File: config.mk
export PLATFORM = sky130hd
export DESIGN_NAME = nibble_frame_rx
export DESIGN_NICKNAME = d
export VERILOG_FILES = /design/src/rtl/nibble_frame_rx.sv
export SDC_FILE = /design/constraint.sdc
export NUM_CORES = 1
export LEC_CHECK = 0
export ABC_AREA = 0
export CAP_MARGIN = 20
export CORE_MARGIN = 2
export CORE_UTILIZATION = 48
export CTS_CLUSTER_DIAMETER = 100
export DETAILED_ROUTE_END_ITERATION = 10
export PLACE_DENSITY_LB_ADDON = 0.12
export REMOVE_ABC_BUFFERS = 1
export SLEW_MARGIN = 25
export SYNTH_ARGS = -nofsm -noshare
export SYNTH_HDL_FRONTEND = slang
export SYNTH_SLANG_ARGS = --single-unit
export TNS_END_PERCENT = 1
File: constraint.sdc
create_clock -name clk -period 2.8 [get_ports clk]
set_input_delay 0.56 -clock clk [delete_from_list [all_inputs] [get_ports clk]]
set_output_delay 0.56 -clock clk [all_outputs]
set_load 0.03 [all_outputs]
File: src/rtl/nibble_frame_rx.sv
// Nibble-lane receiver: packs low-nibble-first nibbles into bytes, then into one word per frame.
// Optional odd-parity check on each nibble is enabled by defining NIBBLE_FRAME_RX_PARITY_EN.
module nibble_frame_rx #(
  parameter int WORD_BYTES = 4,
  localparam int CW = $clog2(WORD_BYTES + 1)
) (
  input  logic                    clk,
  input  logic                    rst,
  input  logic                    nib_valid,
  input  logic [3:0]              nib_data,
  input  logic                    nib_last,
`ifdef NIBBLE_FRAME_RX_PARITY_EN
  input  logic                    nib_par,
`endif
  output logic                    nib_ready,
  output logic                    word_valid,
  output logic [8*WORD_BYTES-1:0] word_data,
  output logic [CW-1:0]           word_bytes,
  output logic                    word_err,
  input  logic                    word_ready
);

  typedef enum logic [1:0] {
    COLLECT,
    DRAIN,
    HOLD
  } state_t;

  state_t                  state, state_n;
  logic [8*WORD_BYTES-1:0] acc, acc_n;
  logic [CW-1:0]           cnt, cnt_n;
  logic                    half, half_n;
  logic                    err, err_n;
  logic                    accept;
  logic                    par_bad;

`ifdef NIBBLE_FRAME_RX_PARITY_EN
  assign par_bad = ~^{nib_par, nib_data};
`else
  assign par_bad = 1'b0;
`endif

  assign nib_ready = (state != HOLD) | word_ready;
  assign accept    = nib_valid & nib_ready;

  // NOTE: the accumulator is reset along with the control state because the
  // word bus must read 0 out of reset, not merely be ignored until valid.
  always_ff @(posedge clk or posedge rst) begin
    if (rst) begin
      state <= COLLECT;
      acc   <= '0;
      cnt   <= '0;
      half  <= 1'b0;
      err   <= 1'b0;
    end else begin
      state <= state_n;
      acc   <= acc_n;
      cnt   <= cnt_n;
      half  <= half_n;
      err   <= err_n;
    end
  end

  // NOTE: every variable gets its hold value first so no path leaves it
  // unassigned; the blocking updates below deliberately chain, letting a
  // nibble arriving while HOLD drains land in the freshly cleared word.
  always_comb begin
    state_n = state;
    acc_n   = acc;
    cnt_n   = cnt;
    half_n  = half;
    err_n   = err;

    if (state == HOLD && word_ready) begin
      state_n = COLLECT;
      acc_n   = '0;
      cnt_n   = '0;
      half_n  = 1'b0;
      err_n   = 1'b0;
    end

    if (accept) begin
      err_n = err_n | par_bad;
      if (state_n == COLLECT) begin
        for (int k = 0; k < WORD_BYTES; k++) begin
          if (cnt_n == CW'(k)) begin
            if (half_n) acc_n[8*k+4 +: 4] = nib_data;
            else        acc_n[8*k   +: 4] = nib_data;
          end
        end
        if (half_n) cnt_n = cnt_n + 1'b1;
        half_n = ~half_n;
        if (nib_last) begin
          state_n = HOLD;
          // A pending low nibble means the frame had an odd nibble count.
          err_n   = err_n | half_n;
        end else if (cnt_n == CW'(WORD_BYTES)) begin
          state_n = DRAIN;
        end
      end else if (nib_last) begin
        state_n = HOLD;
        err_n   = 1'b1;
      end
    end
  end

  assign word_valid = (state == HOLD);
  assign word_data  = acc;
  assign word_bytes = cnt;
  assign word_err   = err;

endmodule

Yosys cells after proc, flatten, opt, wreduce, memory -nomap -nowiden. Cells that the tools add are included.

Multiply operators: 0. Reduce and logical (&&, ||, !) cells: 3. Bitwise operators: 4. Equal/unequal tests: 6. $add $sub $neg: 1. Magnitude comparators: 0. Shift operators: 0. Muxes and demuxes: 35. Divide/modulo/power cells: 0.

Operator list (count): $mux 32 (3); $mux 4 (8); $mux 8 (4); $mux 3 (6); $mux 2 (6); $mux 1 (8); $eq 3x2->1 const B (2); $add 3x1->3 const B (1); $eq 3x1->1 const B (1); $eq 3x3->1 const B (1); $logic_not 3->1 (1); $eq 2x2->1 const B (1); $logic_not 2->1 (1); $ne 2x2->1 const B (1); $or 1x1->1 (2); $and 1x1->1 (1); $logic_and 1x1->1 (1); $not 1->1 (1).

Logic and storage cells: 54. RAM bits: 0. Memory bits (read-only): 0. Input port bits: 9. Bits in registers: 39. Latch bits: 0. Memories: 0. Output and inout bits: 38.

Logic depth before layout (Yosys ltp). Gate-level depths: netlist (run 1).

Depth after elaboration: 12. Depth in mapped cells: 9. Mapped depth without buffers: 7.

Least setup slack after synthesis (run 1). OpenSTA, ideal clock, no wires.

Kind: input -> register. Start: input word_ready. End: register acc[12], in the netlist word_data[12]. Library setup time: 119 ps. Stages on the path: 8. Data required time: 2681 ps. Buffers on the path: 2. Setup slack: 779 ps. Data arrival time: 1903 ps. Cell sequence: nand3b_1 -> buf_2 -> and2_1 -> ha_1 -> or3b_1 -> buf_6 -> nand3_2 -> o21ai_2.

Longest elaborated chain between the ends: 6. Elaborated cells between the ends (all ways): 13. Classes of those cells: eq/ne (1); mux (8); bitwise (2); reduce/logical (2).

RTL lines: start, declared (RTL line 20) `input logic word_ready`; $logic_and 1x1->1 (RTL line 74) `if (state == HOLD && word_ready) begin`; $mux 3, or another cell as far along (RTL line 74); $eq 3x1->1 or $mux 4 (tied branches) (RTL line 86, 87); $mux 8 (RTL line 86) `if (cnt_n == CW'(k)) begin`; $mux 32 (RTL line 84) `if (state_n == COLLECT) begin`; $mux 32 (*) (RTL line 82) `if (accept) begin`; named net acc_n[12] (RTL line 30) `logic [8*WORD_BYTES-1:0] acc, acc_n;`; end signal, assigned (RTL line 57) `acc <= acc_n;`; end, declared (RTL line 30).

The timed path passes the listed nets; every way through them passes the cells marked *.

Final worst setup path (run 1).
Start: input word_ready. End: output nib_ready.

Longest elaborated chain between the ends: 1.

RTL lines: $or 1x1->1 (RTL line 43) `assign nib_ready = (state != HOLD) | word_ready;`; end, declared (RTL line 15) `output logic nib_ready,`.

Every way passes these cells.

==> results of run 1 <==
sequential cells by signal (all words and copies together), names as in the netlist:
| name | flops |
|---|---|
| half | 1 |
| state | 2 |
| word_bytes | 3 |
| word_data | 32 |
| word_err | 1 |
synthesized netlist by cell type:
library cell and count:
mux2i_1 9, nor3_2 1, a21oi_1 9, a22o_1 3, nor2_1 16, nor3b_1 1, dfrtp_1 39, a311oi_1 1
nand4_1 4, and3_1 1, nor3_1 1, and3b_1 2, inv_1 9, or3_1 1, nand4bb_1 1, buf_6 2
ha_1 2, buf_2 6, nand2b_1 4, a41oi_1 1, or3b_1 1, nor4b_1 2, nand3_1 6, o22ai_1 2
a32oi_1 2, nand3_2 4, nand3b_1 1, nor2b_1 4, nand4_2 1, clkbuf_1 1, o21ai_2 4, a21o_1 1
o21ai_0 16, nand2_1 23, a211oi_1 2, and2_1 1
layout make-up:
type | count | area (µm²) | area share (%)
Clock buffer | 5 | 68.8 | 2.81
Timing Repair Buffer | 50 | 490 | 20.0
Tap cell | 48 | 60.1 | 2.45
Inverter | 9 | 33.8 | 1.38
Clock inverter | 3 | 43.8 | 1.79
Multi-Input combinational cell | 127 | 779 | 31.8
Sequential cell | 39 | 976 | 39.8
cell families (layout without fill, tap and decap cells):
group	count (synthesis)	count (layout)	share of synthesized area, %
buf+inv	18	67	4.88
compound gates	41	41	13.9
fa+ha+maj	2	2	1.36
mux	9	9	4.88
simple gates	75	75	22.1
flops	39	39	52.9
metal layers:
layer  part of all wire (%)  routed length [µm]  vias to the layer above
met5                      0                   0                        -
met4                    1.5                  64                        0
met3                    5.5                 235                        7
met2                     50                2120                       52
met1                     43                1820                      710
li1                       -                   -                      745
where the power goes:
group / switching (W) / total, W / internal (W)
Combinational: 0.000620 / 0.00106 / 0.000439
Clock: 0.000204 / 0.000469 / 0.000265
Sequential: 0.000150 / 0.000869 / 0.000719
worst paths after layout:
path,from,end,slack (ns),cells after the start
setup / recovery,word_ready,nib_ready,0.30,3
hold / removal,word_data[2],word_data[2],0.51,1
setup reg to reg,state[0],word_data[26],0.72,7
hold reg to reg,word_data[2],word_data[2],0.51,1
max in group asynchronous,rst,word_data[10],1.78,3
min in group asynchronous,rst,word_data[9],0.68,3
stage by stage:
step	utilization (%)	instances	setup slack (ns)	power [W]	cell area, µm²
2_1_floorplan	-	175	0.464	0.00150	1790
3_3_place_gp	63.4	273	0.299	0.00192	2340
3_5_place_dp	63.4	273	0.189	0.00195	2340
4_1_cts	66.5	281	0.294	0.00242	2450
5_1_grt	66.5	281	0.270	0.00254	2450
6_report	66.5	281	0.301	0.00240	2450
==> reports/results.tsv, run 1 <==
metric	value	unit
Seq/Total Area, Yosys	52.9	%
VDD IR max	0.556	mV
Max-Cap Viols	0	
Mapped Area	0.00185	mm²
Worst EP arrival	1.94	ns
cts repair resizes	0	
Final period util	89.2	%
chip height	66.0	µm
count of cell types in the netlist	36	
commonest non-fill, non-tap cells in the layout	clkdlybuf4s50_1 (46), dfrtp_1 (39), nand2_1 (23)	
# IOs	47	
met1 GRT Util	28.2	%
WL final	4240	µm
relative slew slack	63.3	%
Detailed Routing Iterations Pass 1	4	
post-synth top area share	52.9	%
Synth area leaders	dfrtp_1 (53%), mux2i_1 (4.9%), nand2_1 (4.7%)	
CP required	2.24	ns
Ant. Diodes	0	
All-Layer GR Usage	22.0	%
vias per inst	5.39	
crit start category	primary input	
Post-Synthesis Cells	184	
vias in the first global route	1461	
share of cells above drive strength 1	9.44	%
Setup Buffers After CTS	0	
Die Footprint	0.00436	mm²
synthesized area per cell	10.0	µm²
GR Util met2	36.4	%
Num CTS Buffers	5	
Final setup viols	0	
CP top delay family	buffers and inverters	
Slowest cell on crit path	clkdlybuf4s50_1	
CTS tree	yes	
PwrDens	978	mW/mm²
Initial Utilization	50.0	%
Core Area	0.00369	mm²
DRT iter0 DRCs	81	
initial antenna violation count	0	
clk root buf	clkbuf_8	
worst-margin pin slew	0.549	ns
total leakage power	1.12	nW
Detail Route Antenna Nets	0	
first-pass GRT wire length	7150	µm
#FFs+latches synth	39	
CP dominant cell by count	clkdlybuf4s50_1	
cell taking the most area after synthesis	dfrtp_1	
port bufs	46	
DRC Markers	0	
grt peak-use layer	met2	
per-cell routed wire length	15.1	µm
hpwl dp	3090	µm
most common cell after layout, fill and taps aside	clkdlybuf4s50_1	
filler cell count in the final layout	325	
fin crit period	2.50	ns
gpl congestion	0.874	
fmax	0.400	GHz
Crit path largest cell delay	0.60	ns
Hold WS	0.506	ns
Area Growth Syn to Fin	32.9	%
setup TNS	0	ns
Worst Setup End Kind	output pin	
H-Tree Depth	2	
largest net degree at the start of global routing	40	
CTS Buffer Depth	2	
Layout Nets	243	
CP Class	primary input to output pin	
Slew Limit Fails	0	
CTS clock-pin slew for the worst setup and hold paths	0.08	ns
crit path cell chain	clkdlybuf4s50_1, or3_1, clkdlybuf4s50_1	
RSZ-0062 raised after global routing	no	
clock sink count	39	
via count	1514	
run status	finished, final reports clean	
Hold WC Path Type	flip-flop to flip-flop	
hold_buf cts	0	
CP Buf/Inv Count	2	
Final Skew	0.00385	ns
Fin. Hold Viols	0	
Skew-Pair Late Insertion Delay	0.30	ns
met3 Usage GRT	5.62	%
row count	22	
GR Overflow Total	0	
Synth Warn #	0	
die width	66.0	µm
crit path max fanout	2	
Power figures use the tool's default switching activity.
==> run 2, diff against run 1 <==
--- a/config.mk
+++ b/config.mk
@@ -6,7 +6,6 @@
 export NUM_CORES = 1
 export LEC_CHECK = 0
 export ABC_AREA = 0
-export CAP_MARGIN = 20
 export CORE_MARGIN = 2
 export CORE_UTILIZATION = 48
 export CTS_CLUSTER_DIAMETER = 100
==> constraint.sdc (replaced) <==
create_clock -name clk -period 2.8 [get_ports clk]
set_input_delay 0.42 -clock clk [delete_from_list [all_inputs] [get_ports clk]]
set_output_delay 0.42 -clock clk [all_outputs]
set_load 0.03 [all_outputs]
==> run 2 against run 1 <==
  * Sequential power grew 0.7%
  * Maximum frequency grew 4.7%
  * Non-clock buffer count shrank 1
  * Clock power grew 17%
  * Clock skew grew 0.0011 ns
  * Register-to-register slack lost 0.02 ns
  * Critical path depth is the same
  * Critical path type unchanged
  * Critical endpoint unchanged
==> reports/results.tsv, run 2 (same netlist as run 1, synthesis figures left out) <==
metric	value	unit	change
chip height	66.0	µm	unchanged
All-Layer GR Usage	21.2	%	-0.81 points
Slowest cell on crit path	clkdlybuf4s50_1		
Area Growth Syn to Fin	33.6	%	
Core Area	0.00369	mm²	unchanged
worst setup margin	0.414	ns	+0.112 ns
filler cell count in the final layout	309		-4.9%
per-cell routed wire length	15.2	µm	+0.50%
# IOs	47		unchanged
crit path cell chain	clkdlybuf4s50_1, or3_1, clkdlybuf4s50_1		
Crit path largest cell delay	0.60	ns	about the same
DRC Markers	0		unchanged
CP Class	primary input to output pin		
Initial Utilization	50.0	%	unchanged
Num CTS Buffers	5		unchanged
Setup Buffers After CTS	0		unchanged
port bufs	46		unchanged
Hold WC Path Type	flip-flop to flip-flop		
Fin. Hold Viols	0		unchanged
worst-margin pin slew	0.550	ns	+0.00148 ns
WP depth	3		unchanged
PwrDens	1010	mW/mm²	+3.1%
clock sink count	39		unchanged
die width	66.0	µm	unchanged
total leakage power	1.12	nW	+0.23%
CP dominant cell by count	clkdlybuf4s50_1		
share of cells above drive strength 1	8.62	%	-0.82 points
hpwl dp	3140	µm	+1.7%
row count	22		unchanged
Slew Limit Fails	0		unchanged
fmax	0.419	GHz	+4.7%
largest net degree at the start of global routing	40		unchanged
crit start category	primary input		
CTS clock-pin slew for the worst setup and hold paths	0.07	ns	about the same
CTS tree	yes		
RSZ-0062 raised after global routing	no		
cts repair resizes	0		unchanged
vias in the first global route	1478		+1.2%
CP Buf/Inv Count	2		unchanged
Hold Path Cell Cnt	2		+1
Worst Setup End Kind	output pin		
Die Footprint	0.00436	mm²	unchanged
Final Skew	0.00494	ns	+0.00109 ns
first-pass GRT wire length	6910	µm	-3.4%
Max-Cap Viols	0		unchanged
GR Overflow Total	0		unchanged
CP required	2.38	ns	+0.14 ns
run status	finished, final reports clean		
VDD IR max	0.560	mV	+0.73%
Placed Cells	272		-0.37%
Detail Route Antenna Nets	0		unchanged
Skew-Pair Late Insertion Delay	0.29	ns	about the same
crit path max fanout	8		+6
CTS Buffer Depth	2		unchanged
initial antenna violation count	0		unchanged
most common cell after layout, fill and taps aside	clkdlybuf4s50_1		
Detailed Routing Iterations Pass 1	4		unchanged
gpl congestion	0.843		-3.5%
Largest register FFs	32		unchanged
H-Tree Depth	2		unchanged
Non-Filler Instances	280		-0.36%
WL final	4250	µm	+0.14%
fin crit period	2.39	ns	-0.112 ns
vias per inst	5.48		+1.6%
CP top delay family	buffers and inverters		
Ant. Diodes	0		unchanged
Final setup viols	0		unchanged
cells on worst reg2reg path	6		-1
Layout Nets	242		-0.41%
Tot Pwr	0.00248	W	+3.6%
DRT iter0 DRCs	59		-27%
clk root buf	clkbuf_8		
via count	1533		+1.3%
pre-CTS WS	0.258	ns	+0.0690 ns
setup TNS	0	ns	unchanged
Worst EP arrival	1.97	ns	+0.03 ns
hold_buf cts	0		unchanged
relative slew slack	63.3	%	-0.099 points
commonest non-fill, non-tap cells in the layout	clkdlybuf4s50_1 (46), dfrtp_1 (39), nand2_1 (23)		
Final period util	85.2	%	-4.0 points
[run 2: cell count changes in the layout (fill, tap and decap cells not counted), sizes merged]
cell	change
clkinv	-2
clkbuf	+1
buf	-1
bufinv	+1
[run 2: worst min-delay path, delay by kind of cell (launching register included)]
kind	cells	cell delay, ns
DFF	1	0.36
and+or+nand+nor	1	0.07
AOI/OAI and AO/OA	1	0.05
[run 2: final timing paths]
path | to | slack [ns] | from
max | nib_ready | 0.41 | word_ready
min | word_data[14] | 0.52 | word_data[14]
max reg2reg | word_data[13] | 0.70 | state[0]
min reg2reg | word_data[14] | 0.52 | word_data[14]
max in group asynchronous | word_data[25] | 1.91 | rst
min in group asynchronous | word_data[30] | 0.54 | rst
[run 2: metrics by stage]
step / hold slack [ns] / util, % / instance area [µm²]
3_3_place_gp: 0.483 / 63.2 / 2330
2_1_floorplan: 0.537 / - / 1790
5_1_grt: 0.537 / 66.8 / 2460
4_1_cts: 0.520 / 66.8 / 2460
3_5_place_dp: 0.498 / 63.2 / 2330
6_report: 0.516 / 66.8 / 2460
[run 2: per-layer routing]
metal | part of all wire, % | wire, µm | up-vias | global-route usage [%]
met5 | 0 | 0 | - | 0
met1 | 43 | 1850 | 731 | 27.1
li1 | - | - | 742 | -
met2 | 49 | 2100 | 55 | 35.9
met3 | 5.9 | 251 | 5 | 4.09
met4 | 1.2 | 49 | 0 | 7.91
[run 2: cell type report]
type	count	area, µm²	share of cell area, %
Timing Repair Buffer	49	483	19.6
Clock buffer	6	72.6	2.94
Clock inverter	2	60.1	2.44
Tap cell	48	60.1	2.44
Multi-Input combinational cell	127	779	31.6
Sequential cell	39	976	39.6
Inverter	9	33.8	1.37
[run 2: power by group]
| group | internal (W) | switching (W) | leakage (nW) | total, W |
|---|---|---|---|---|
| combinational | 0.000437 | 0.000622 | 0.527 | 0.00106 |
| clock | 0.000356 | 0.000195 | 0.0654 | 0.000551 |
| sequential | 0.000719 | 0.000156 | 0.527 | 0.000875 |
| total | 0.00151 | 0.000972 | 1.12 | 0.00248 |
